==> src/rtl/mem_access_ctrl_pkg.sv <==
`default_nettype none
// ============================================================================
// Module      : mem_access_ctrl_pkg
// Description : Shared FSM encodings, RV32 load/store funct3 values and
//               extender codes for the memory access controller.
// Revision    : 1.0 - initial release
// ============================================================================
package mem_access_ctrl_pkg;

    localparam logic [1:0] C_ST_IDLE  = 2'd0;
    localparam logic [1:0] C_ST_BEAT0 = 2'd1;
    localparam logic [1:0] C_ST_BEAT1 = 2'd2;
    localparam logic [1:0] C_ST_RESP  = 2'd3;

    typedef enum logic [1:0] {
        ST_IDLE  = C_ST_IDLE,
        ST_BEAT0 = C_ST_BEAT0,
        ST_BEAT1 = C_ST_BEAT1,
        ST_RESP  = C_ST_RESP
    } state_t;

    localparam logic [2:0] C_F3_B  = 3'b000;
    localparam logic [2:0] C_F3_H  = 3'b001;
    localparam logic [2:0] C_F3_W  = 3'b010;
    localparam logic [2:0] C_F3_BU = 3'b100;
    localparam logic [2:0] C_F3_HU = 3'b101;

    localparam logic [2:0] C_EXT_NONE = 3'b000;
    localparam logic [2:0] C_EXT_LB   = 3'b001;
    localparam logic [2:0] C_EXT_LH   = 3'b010;
    localparam logic [2:0] C_EXT_LW   = 3'b011;
    localparam logic [2:0] C_EXT_LBU  = 3'b100;
    localparam logic [2:0] C_EXT_LHU  = 3'b101;

    function automatic logic f3_legal(input logic write, input logic [2:0] f3);
        logic ok;
        ok = 1'b0;
        case (f3)
            C_F3_B, C_F3_H, C_F3_W: ok = 1'b1;
            C_F3_BU, C_F3_HU:       ok = !write;
            default:                ok = 1'b0;
        endcase
        return ok;
    endfunction

    function automatic logic [2:0] ext_code(input logic write, input logic [2:0] f3);
        logic [2:0] code;
        code = C_EXT_NONE;
        if (!write) begin
            case (f3)
                C_F3_B:  code = C_EXT_LB;
                C_F3_H:  code = C_EXT_LH;
                C_F3_W:  code = C_EXT_LW;
                C_F3_BU: code = C_EXT_LBU;
                C_F3_HU: code = C_EXT_LHU;
                default: code = C_EXT_NONE;
            endcase
        end
        return code;
    endfunction

endpackage
`default_nettype wire

==> src/rtl/mem_lane_align.sv <==
`default_nettype none
// ============================================================================
// Module      : mem_lane_align
// Description : Combinational lane steering for a byte/half/word access that
//               may span two words: byte enables, store shift, load extract.
// Revision    : 1.0 - initial release
// ============================================================================
module mem_lane_align (
    input  logic [1:0]  i_offset,
    input  logic [1:0]  i_size_code,
    input  logic [31:0] i_store_data,
    input  logic [31:0] i_load_lo,
    input  logic [31:0] i_load_hi,
    output logic [3:0]  o_be_lo,
    output logic [3:0]  o_be_hi,
    output logic        o_split,
    output logic [31:0] o_wdata_lo,
    output logic [31:0] o_wdata_hi,
    output logic [31:0] o_load_data
);

    logic [7:0]  w_mask_base;
    logic [7:0]  w_span;
    logic [63:0] w_wshift;
    logic [63:0] w_rshift;
    logic [31:0] w_keep;

    always_comb begin
        case (i_size_code)
            2'b00:   begin w_mask_base = 8'h01; w_keep = 32'h0000_00FF; end
            2'b01:   begin w_mask_base = 8'h03; w_keep = 32'h0000_FFFF; end
            default: begin w_mask_base = 8'h0F; w_keep = 32'hFFFF_FFFF; end
        endcase
        // The 8-lane span covers both words; the upper nibble belongs to the second beat.
        w_span      = w_mask_base << i_offset;
        w_wshift    = {32'h0, i_store_data} << {i_offset, 3'b000};
        w_rshift    = {i_load_hi, i_load_lo} >> {i_offset, 3'b000};
        o_be_lo     = w_span[3:0];
        o_be_hi     = w_span[7:4];
        o_split     = |w_span[7:4];
        o_wdata_lo  = w_wshift[31:0];
        o_wdata_hi  = w_wshift[63:32];
        o_load_data = w_rshift[31:0] & w_keep;
    end

endmodule
`default_nettype wire

==> src/rtl/mem_access_ctrl.sv <==
`default_nettype none
// ============================================================================
// Module      : mem_access_ctrl
// Description : RV32 load/store to word-memory bridge; splits misaligned
//               accesses into two beats with per-beat ack timeout.
// Revision    : 1.0 - initial release
// ============================================================================
module mem_access_ctrl
    import mem_access_ctrl_pkg::*;
#(
    parameter int ACK_TIMEOUT = 255
) (
    input  logic        clk,
    input  logic        reset,
    input  logic        req_valid,
    output logic        req_ready,
    input  logic        req_write,
    input  logic [2:0]  req_funct3,
    input  logic [31:0] req_addr,
    input  logic [31:0] req_wdata,
    output logic        resp_valid,
    output logic        resp_err,
    output logic [31:0] resp_rdata,
    output logic [2:0]  resp_ext_ctrl,
    output logic        mem_req,
    output logic        mem_we,
    output logic [31:0] mem_addr,
    output logic [3:0]  mem_be,
    output logic [31:0] mem_wdata,
    input  logic        mem_ack,
    input  logic [31:0] mem_rdata
);

    localparam int C_WAIT_W = (ACK_TIMEOUT < 2) ? 1 : $clog2(ACK_TIMEOUT);
    localparam logic [C_WAIT_W-1:0] C_WAIT_LAST = C_WAIT_W'(ACK_TIMEOUT - 1);
    localparam logic [C_WAIT_W-1:0] C_WAIT_ONE  = C_WAIT_W'(1);

    state_t              r_state;
    state_t              w_next;
    logic                r_write;
    logic [1:0]          r_size;
    logic [31:0]         r_addr;
    logic [31:0]         r_wdata;
    logic                r_err;
    logic [2:0]          r_ext;
    logic [31:0]         r_beat0;
    logic [31:0]         r_beat1;
    logic [C_WAIT_W-1:0] r_wait;

    logic        w_accept;
    logic        w_legal;
    logic        w_in_beat;
    logic        w_timeout;
    logic [31:0] w_word0;
    logic [31:0] w_word1;
    logic [3:0]  w_be_lo;
    logic [3:0]  w_be_hi;
    logic        w_split;
    logic [31:0] w_wdata_lo;
    logic [31:0] w_wdata_hi;
    logic [31:0] w_load;

    assign w_accept  = req_valid && (r_state == ST_IDLE);
    assign w_legal   = f3_legal(req_write, req_funct3);
    assign w_in_beat = (r_state == ST_BEAT0) || (r_state == ST_BEAT1);
    assign w_timeout = (r_wait == C_WAIT_LAST);
    assign w_word0   = {r_addr[31:2], 2'b00};
    assign w_word1   = w_word0 + 32'd4;

    mem_lane_align u_lane_align (
        .i_offset     (r_addr[1:0]),
        .i_size_code  (r_size),
        .i_store_data (r_wdata),
        .i_load_lo    (r_beat0),
        .i_load_hi    (r_beat1),
        .o_be_lo      (w_be_lo),
        .o_be_hi      (w_be_hi),
        .o_split      (w_split),
        .o_wdata_lo   (w_wdata_lo),
        .o_wdata_hi   (w_wdata_hi),
        .o_load_data  (w_load)
    );

    always_comb begin
        w_next = r_state;
        case (r_state)
            ST_IDLE: begin
                if (req_valid) w_next = w_legal ? ST_BEAT0 : ST_RESP;
            end
            ST_BEAT0: begin
                if (mem_ack)        w_next = w_split ? ST_BEAT1 : ST_RESP;
                else if (w_timeout) w_next = ST_RESP;
            end
            ST_BEAT1: begin
                if (mem_ack || w_timeout) w_next = ST_RESP;
            end
            ST_RESP: w_next = ST_IDLE;
            default: w_next = ST_IDLE;
        endcase
    end

    always_ff @(posedge clk) begin
        if (reset) begin
            r_state <= ST_IDLE;
            r_write <= 1'b0;
            r_size  <= 2'b00;
            r_addr  <= 32'h0;
            r_wdata <= 32'h0;
            r_err   <= 1'b0;
            r_ext   <= C_EXT_NONE;
            r_beat0 <= 32'h0;
            r_beat1 <= 32'h0;
            r_wait  <= '0;
        end else begin
            r_state <= w_next;
            if (w_accept) begin
                r_write <= req_write;
                r_size  <= req_funct3[1:0];
                r_addr  <= req_addr;
                r_wdata <= req_wdata;
                r_err   <= !w_legal;
                r_ext   <= w_legal ? ext_code(req_write, req_funct3) : C_EXT_NONE;
                r_beat0 <= 32'h0;
                r_beat1 <= 32'h0;
                r_wait  <= '0;
            end
            // The counter restarts on every ack so the second beat gets a full budget.
            if (w_in_beat) begin
                if (mem_ack) begin
                    r_wait <= '0;
                    if (r_state == ST_BEAT0) r_beat0 <= mem_rdata;
                    else                     r_beat1 <= mem_rdata;
                end else if (w_timeout) begin
                    r_wait <= '0;
                    r_err  <= 1'b1;
                end else begin
                    r_wait <= r_wait + C_WAIT_ONE;
                end
            end
        end
    end

    assign req_ready     = (r_state == ST_IDLE);
    assign mem_req       = w_in_beat;
    assign mem_we        = w_in_beat && r_write;
    assign mem_addr      = (r_state == ST_BEAT1) ? w_word1 :
                           (r_state == ST_BEAT0) ? w_word0 : 32'h0;
    assign mem_be        = (r_state == ST_BEAT1) ? w_be_hi :
                           (r_state == ST_BEAT0) ? w_be_lo : 4'b0000;
    assign mem_wdata     = !mem_we                ? 32'h0      :
                           (r_state == ST_BEAT1) ? w_wdata_hi : w_wdata_lo;
    assign resp_valid    = (r_state == ST_RESP);
    assign resp_err      = resp_valid && r_err;
    assign resp_ext_ctrl = resp_valid ? r_ext : C_EXT_NONE;
    assign resp_rdata    = (resp_valid && !r_write && !r_err) ? w_load : 32'h0;

endmodule
`default_nettype wire

==> config.mk <==
export PLATFORM = sky130hd
export DESIGN_NAME = mem_access_ctrl
export DESIGN_NICKNAME = d
export VERILOG_FILES = /design/src/rtl/mem_access_ctrl_pkg.sv /design/src/rtl/mem_lane_align.sv /design/src/rtl/mem_access_ctrl.sv
export SDC_FILE = /design/constraint.sdc
export NUM_CORES = 1
export LEC_CHECK = 0
export BUFFER_PORTS_ARGS = -buffer_cell sky130_fd_sc_hd__buf_2
export CAP_MARGIN = 40
export CORE_UTILIZATION = 25
export DETAILED_ROUTE_END_ITERATION = 8
export GPL_TIMING_DRIVEN = 0
export PLACE_DENSITY_LB_ADDON = 0.2
export SKIP_CTS_REPAIR_TIMING = 1
export SLEW_MARGIN = 20
export SYNTH_ARGS = -nofsm -noshare
export SYNTH_HDL_FRONTEND = slang
export SYNTH_SLANG_ARGS = --single-unit
==> constraint.sdc <==
create_clock -name clk -period 3 [get_ports clk]
set_input_delay 0.45 -clock clk [delete_from_list [all_inputs] [get_ports clk]]
set_output_delay 0.45 -clock clk [all_outputs]
set_load 0.01 [all_outputs]
==> results of run 1 <==
## final cells by class
cell class	count	area, um^2
multi-input cells	779	4910
repair buffers	209	1050
flip-flops and latches	137	2740
clock buffers	17	425
inverters	9	33.8
well taps	402	503
plain buffers	88	424
diodes	1	2.50
clock inverters	15	204
fillers	3455	21300
## registers in the layout (all words and copies together), names as in the netlist
name / count
r_wait: 8
r_write: 1
r_err: 1
r_beat1: 24
r_wdata: 32
r_state: 2
r_beat0: 32
r_size: 2
r_ext: 3
r_addr: 32
## logic make-up (layout without fill, tap and decap cells)
family	Yosys count	count (layout)	synth area share, %
buffers and inverters	98	338	5.66
AO/OA/AOI/OAI	237	237	17.1
XOR/XNOR	5	5	0.543
multiplexers	77	77	14.8
AND/OR/NAND/NOR	450	450	26.6
adder cells (fa/ha/maj)	8	8	1.24
flip-flops	137	137	34.0
other	1	3	0.0465
## routing by layer
metal | up-vias | share of wire [%] | GRT usage [%]
li1 | 4049 | - | -
met1 | 3973 | 45 | 26.0
met2 | 334 | 46 | 30.7
met3 | 47 | 6.3 | 3.69
met4 | 0 | 2.8 | 7.49
met5 | - | 0 | 0
## path summary, 6_finish.rpt
| kind | startpoint | endpoint | slack (ns) | depth (start not counted) |
|---|---|---|---|---|
| setup / recovery | r_state[1]$_SDFFE_PP0P_ | resp_rdata[9] | 0.11 | 6 |
| hold / removal | mem_rdata[26] | r_beat0[26]$_SDFF_PP0_ | 0.25 | 3 |
| setup reg to reg | r_state[0]$_SDFFE_PP0P_ | r_beat0[3]$_SDFF_PP0_ | 0.72 | 7 |
| hold reg to reg | r_beat0[7]$_SDFF_PP0_ | r_beat0[7]$_SDFF_PP0_ | 0.47 | 2 |
## power breakdown
group	internal [mW]	switching [mW]	total, mW
Clock	1.35	0.973	2.32
Combinational	0.898	1.80	2.70
Sequential	2.09	0.293	2.38
Total	4.33	3.07	7.40
## placed cells by master (no fill, tap or decap), types with 11 or more instances in the layout
cell	count
clkbuf_16	17
mux2i_1	28
and2_1	14
o31ai_1	12
nor2_1	36
mux2_2	17
nand2_1	237
and3_1	26
o211ai_1	11
nor3_1	12
clkbuf_1	36
dfxtp_1	137
mux4_2	32
buf_1	12
a22o_1	14
buf_2	231
nand3_1	71
o21ai_0	22
buf_4	11
a21oi_1	146
nor2b_1	13
## worst reg2reg max path: stages, from the launching register on
cell and delay [ns]:
dfxtp_1 0.39, inv_1 0.15, ha_2 0.37, buf_2 0.20
nand3_1 0.23, clkbuf_1 0.56, nand3_1 0.16, a21oi_1 0.16
==> out/summary.txt, run 1 <==
synth top area cells: dfxtp_1 (34%), nand2_1 (11%), a21oi_1 (9.1%), mux4_2 (8.9%), nand3_1 (4.4%)
vias in the first global route: 7821
dpl ws: 0.201 ns
Top FF cell, synth: dfxtp_1
Final Cycle Share: 96.4%
largest net degree at the start of global routing: 17
post-synth top area cell: dfxtp_1
Slew Limit Fails: 0
Async SR Flop Fraction: 0%
Setup Viol. Count Final: 0
Max-slew headroom: 46.3%
first-pass GRT wire length: 47700 um
clock sink count: 137
VDD IR max: 0.443 mV
layout cells sized above 1: 28.2%
type of the worst min-delay path: primary input to register
drt via density: 5.07
Worst setup SP type: register
setup TNS: 0 ns
critical setup path kind: register to output port
Post-Layout Cell Count: 1657
Seq cells post-synth: 137
leakage power total: 4.15 nW
Tot Pwr: 7.40 mW
Final #Nets: 1353
Buffers & Inverters on Critical Path: 2
CTS max path bufs: 2
TritonRoute pass-1 iters: 5
initial core utilization: 25.5%
Synth Area per Inst: 7.96 um^2
Max Fclk: 0.346 GHz
final hold vios: 0
hold_ws: 0.252 ns
status: completed
Top-Level Pins: 212
fin crit period: 2.89 ns
Cell variety after synth: 60
area share of the leading cell type in the synthesized netlist: 34.0%
Post-synth EDFFs: 0
worst slew pin tran: 0.806 ns
part of the Yosys area used for sequential elements: 34.0%
drc violations: 0
Die Y: 182 um
CTS tree: done
# port buffers: 208
vias: 8403
width of the die: 182 um
MaxCap Viol Count: 0
final antenna-violating net count: 0
Worst EP required: 2.55 ns
die area: 33000 um^2
slowest cell on the critical path: nor3b_4
routed len/inst: 19.8 um
delay-heaviest family, CP: simple AND/OR/NAND/NOR gates
critical-path cell list: ha_1 -> nor3b_4 -> o21ai_1 -> buf_4 -> nor2b_1 -> buf_2
synth cell count leaders: nand2_1 (238), a21oi_1 (146), dfxtp_1 (137)
DRT iter0 DRCs: 621
initial antenna violation count: 1
Critical Path End Type: output port
CTS Buf Count: 17
design area: 10300 um^2
slowest stage delay, CP: 0.48 ns
Yosys Warn Count: 0
final WL: 32800 um
clk slew on worst S/H paths: 0.07 ns
Arr. time, crit path: 2.44 ns
Rows: 65
Worst-Skew Late Latency: 0.43 ns
H-tree depth: 4
Synth Cell Area: 8060 um^2
area post-placement: 9620 um^2
routability cong.: 0.880
DP Wirelength: 24500 um
Worst Skew: 0.0111 ns
gr usage total: 19.4%
Synth-to-Final Area Change: 27.7%
setup slack after layout: 0.107 ns
CORE AREA: 31600 um^2
fin util: 32.5%
Post-Synthesis Cells: 1013
worst-path fanout max: 7
total grt overflow: 0
number of instances in the placed design: 1625
most frequent cell after synthesis: nand2_1
P per Cell Area: 719 nW/um^2
clk root buf: clkbuf_16
(Power assumes the default switching activity.)
==> run 2, diff against run 1 <==
--- a/config.mk
+++ b/config.mk
@@ -10,7 +10,7 @@
 export CORE_UTILIZATION = 25
 export DETAILED_ROUTE_END_ITERATION = 8
 export GPL_TIMING_DRIVEN = 0
-export PLACE_DENSITY_LB_ADDON = 0.2
+export PLACE_DENSITY = 0.5
 export SKIP_CTS_REPAIR_TIMING = 1
 export SLEW_MARGIN = 20
 export SYNTH_ARGS = -nofsm -noshare
==> run 2 against run 1 <==
Effect of this change: clock power decreased by 9.5%; setup slack worse by 0.016 ns; cell area decreased by 0.58%; register-to-register slack got worse by 0.03 ns; largest power group unchanged.
==> out/summary.txt, run 2 (synthesis results as in run 1) <==
DP Wirelength: 24200 um (-1.1%)
internal power: 4.08 mW (-5.8%)
Max-slew headroom: 51.3% (+5.1 points)
hold_sp: req_wdata[27]
vias: 8421 (+0.21%)
Filler Cells Inserted: 3421 (-0.98%)
DRT iter0 DRCs: 654 (+5.3%)
Worst-Skew Late Latency: 0.44 ns (about the same)
final WL: 31900 um (-2.8%)
Critical Path End Type: output port
width of the die: 182 um (unchanged)
P per Cell Area: 698 nW/um^2 (-3.0%)
CTS tree: done
Synth-to-Final Area Change: 27.0%
r2r setup slk: 0.69 ns (-0.03 ns)
VDD IR max: 0.422 mV (-4.8%)
drt via density: 5.08 (+0.15%)
Critical R2R Capture: r_beat0[17]$_SDFF_PP0_
MaxCap Viol Count: 0 (unchanged)
biggest regs: r_addr (32), r_beat0 (32), r_wdata (32)
Final #Nets: 1353 (unchanged)
Sequential Power Share: 33.3% (+1.2 points)
Arr. time, crit path: 2.46 ns (+0.02 ns)
Comb pwr share: 37.2% (+0.7 points)
Setup Viol. Count Final: 0 (unchanged)
leakage power total: 4.11 nW (-0.89%)
H-tree depth: 4 (unchanged)
Rows: 65 (unchanged)
routability cong.: 0.889 (+1.1%)
initial core utilization: 25.5% (unchanged)
# port buffers: 208 (unchanged)
worst reg2reg path depth: 7 (unchanged)
worst-path fanout max: 10 (+3)
Die Y: 182 um (unchanged)
Storage cell area: 2740 um^2 (about the same)
Slew Limit Fails: 0 (unchanged)
commonest non-fill, non-tap cell in the layout: nand2_1
TritonRoute pass-1 iters: 7 (+2)
RSZ-0062 raised after global routing: no
drc violations: 0 (unchanged)
gr usage total: 19.1% (-0.29 points)
initial antenna violation count: 4 (+3)
fin crit period: 2.91 ns (+0.0161 ns)
Worst EP required: 2.55 ns (about the same)
Worst setup SP type: register
clk slew on worst S/H paths: 0.08 ns (about the same)
design area: 10200 um^2 (-0.58%)
largest net degree at the start of global routing: 17 (unchanged)
area of the multi-input gates: 4910 um^2 (about the same)
clock sink count: 137 (unchanged)
critical setup path kind: register to output port
sw power: 3.06 mW (-0.33%)
CTS max path bufs: 2 (unchanged)
status: completed
worst slew pin tran: 0.730 ns (-0.0758 ns)
routed len/inst: 19.2 um (-2.9%)
Top-Level Pins: 212 (unchanged)
total grt overflow: 0 (unchanged)
die area: 33000 um^2 (unchanged)
vias in the first global route: 8154 (+4.3%)
Worst Skew: 0.0125 ns (+0.00148 ns)
type of the worst min-delay path: primary input to register
sw frac: 42.8% (+1.4 points)
Endpoint, Worst Hold: r_wdata[27]$_SDFFE_PP0P_
first-pass GRT wire length: 47600 um (-0.17%)
Reg2Reg Launch Point: r_state[1]$_SDFFE_PP0P_
clk root buf: clkbuf_16
Final Cycle Share: 97.0% (+0.54 points)
final hold vios: 0 (unchanged)
layout cells sized above 1: 28.4% (+0.16 points)
area post-placement: 9610 um^2 (about the same)
commonest cells after routing, fill and taps aside: nand2_1 (236), buf_2 (232), a21oi_1 (146)
Clk pwr share: 29.4% (-2.0 points)
hold depth: 3 (unchanged)
Max Fclk: 0.344 GHz (-0.55%)
CTS Buf Count: 17 (unchanged)
hold_ws: 0.250 ns (-0.00185 ns)
CORE AREA: 31600 um^2 (unchanged)
final antenna-violating net count: 0 (unchanged)
run 2: cell count changes in the layout (fill, tap and decap cells not counted), moves of 2 or more:
cell | before | now
a211oi_1 | 9 | 7
a211oi_2 | 0 | 2
bufinv_16 | 3 | 0
clkbuf_1 | 36 | 38
clkbuf_2 | 4 | 1
inv_8 | 4 | 6
run 2: layer usage:
layer  global-route usage [%]  wire length (um)  up-vias
met5                        0                22        -
met4                     9.08              1310        4
met3                     3.93              2150       73
met2                     30.3             14600      333
met1                     24.8             13800     3965
li1                         -                 -     4046
run 2: power by group through the flow:
| stage | sequential (mW) | clock [mW] | combinational [mW] |
|---|---|---|---|
| floorplan | 2.30 | 0 | 1.73 |
| global placement | 2.40 | 0 | 2.60 |
| detailed placement | 2.41 | 0 | 2.62 |
| CTS | 2.36 | 2.15 | 2.63 |
| global route | 2.42 | 2.23 | 2.92 |
| finish | 2.38 | 2.10 | 2.66 |
run 2: worst max-delay path, stage by stage (launching register included):
cell      delay (ns)
dfxtp_1         0.45
ha_1            0.34
nor3b_4         0.48
clkbuf_2        0.36
and2_1          0.24
buf_2           0.16
run 2: worst max-delay path by stage:
stage | start | to | depth (start not counted)
CTS | r_state[1]$_SDFFE_PP0P_ | resp_rdata[8] | 5
global route | r_state[1]$_SDFFE_PP0P_ | mem_addr[13] | 8
global placement | r_state[1]$_SDFFE_PP0P_ | resp_rdata[8] | 5
finish | r_state[1]$_SDFFE_PP0P_ | resp_rdata[0] | 5
floorplan | r_state[0]$_SDFFE_PP0P_ | mem_wdata[17] | 7
detailed placement | r_state[1]$_SDFFE_PP0P_ | resp_rdata[8] | 5
run 2: cell type report:
| type | count | area share, % |
|---|---|---|
| plain buffers | 88 | 4.12 |
| inverters | 9 | 0.330 |
| clock inverters | 15 | 1.41 |
| multi-input cells | 779 | 48.0 |
| well taps | 402 | 4.91 |
| clock buffers | 17 | 4.16 |
| flip-flops and latches | 137 | 26.8 |
| diodes | 2 | 0.0489 |
| repair buffers | 209 | 10.2 |
run 2: stage by stage:
stage               std cells  setup TNS (ns)  total power [mW]  setup slack (ns)  utilization [%]
global route             1657               0              7.56            0.0218             32.3
CTS                      1656           -3.63              7.14            -0.225             32.2
global placement         1624        -0.00709              5.00          -0.00709             30.4
detailed placement       1624               0              5.03             0.247             30.4
finish                   1658               0              7.14            0.0910             32.4
floorplan                1014               0              4.03             0.786                -
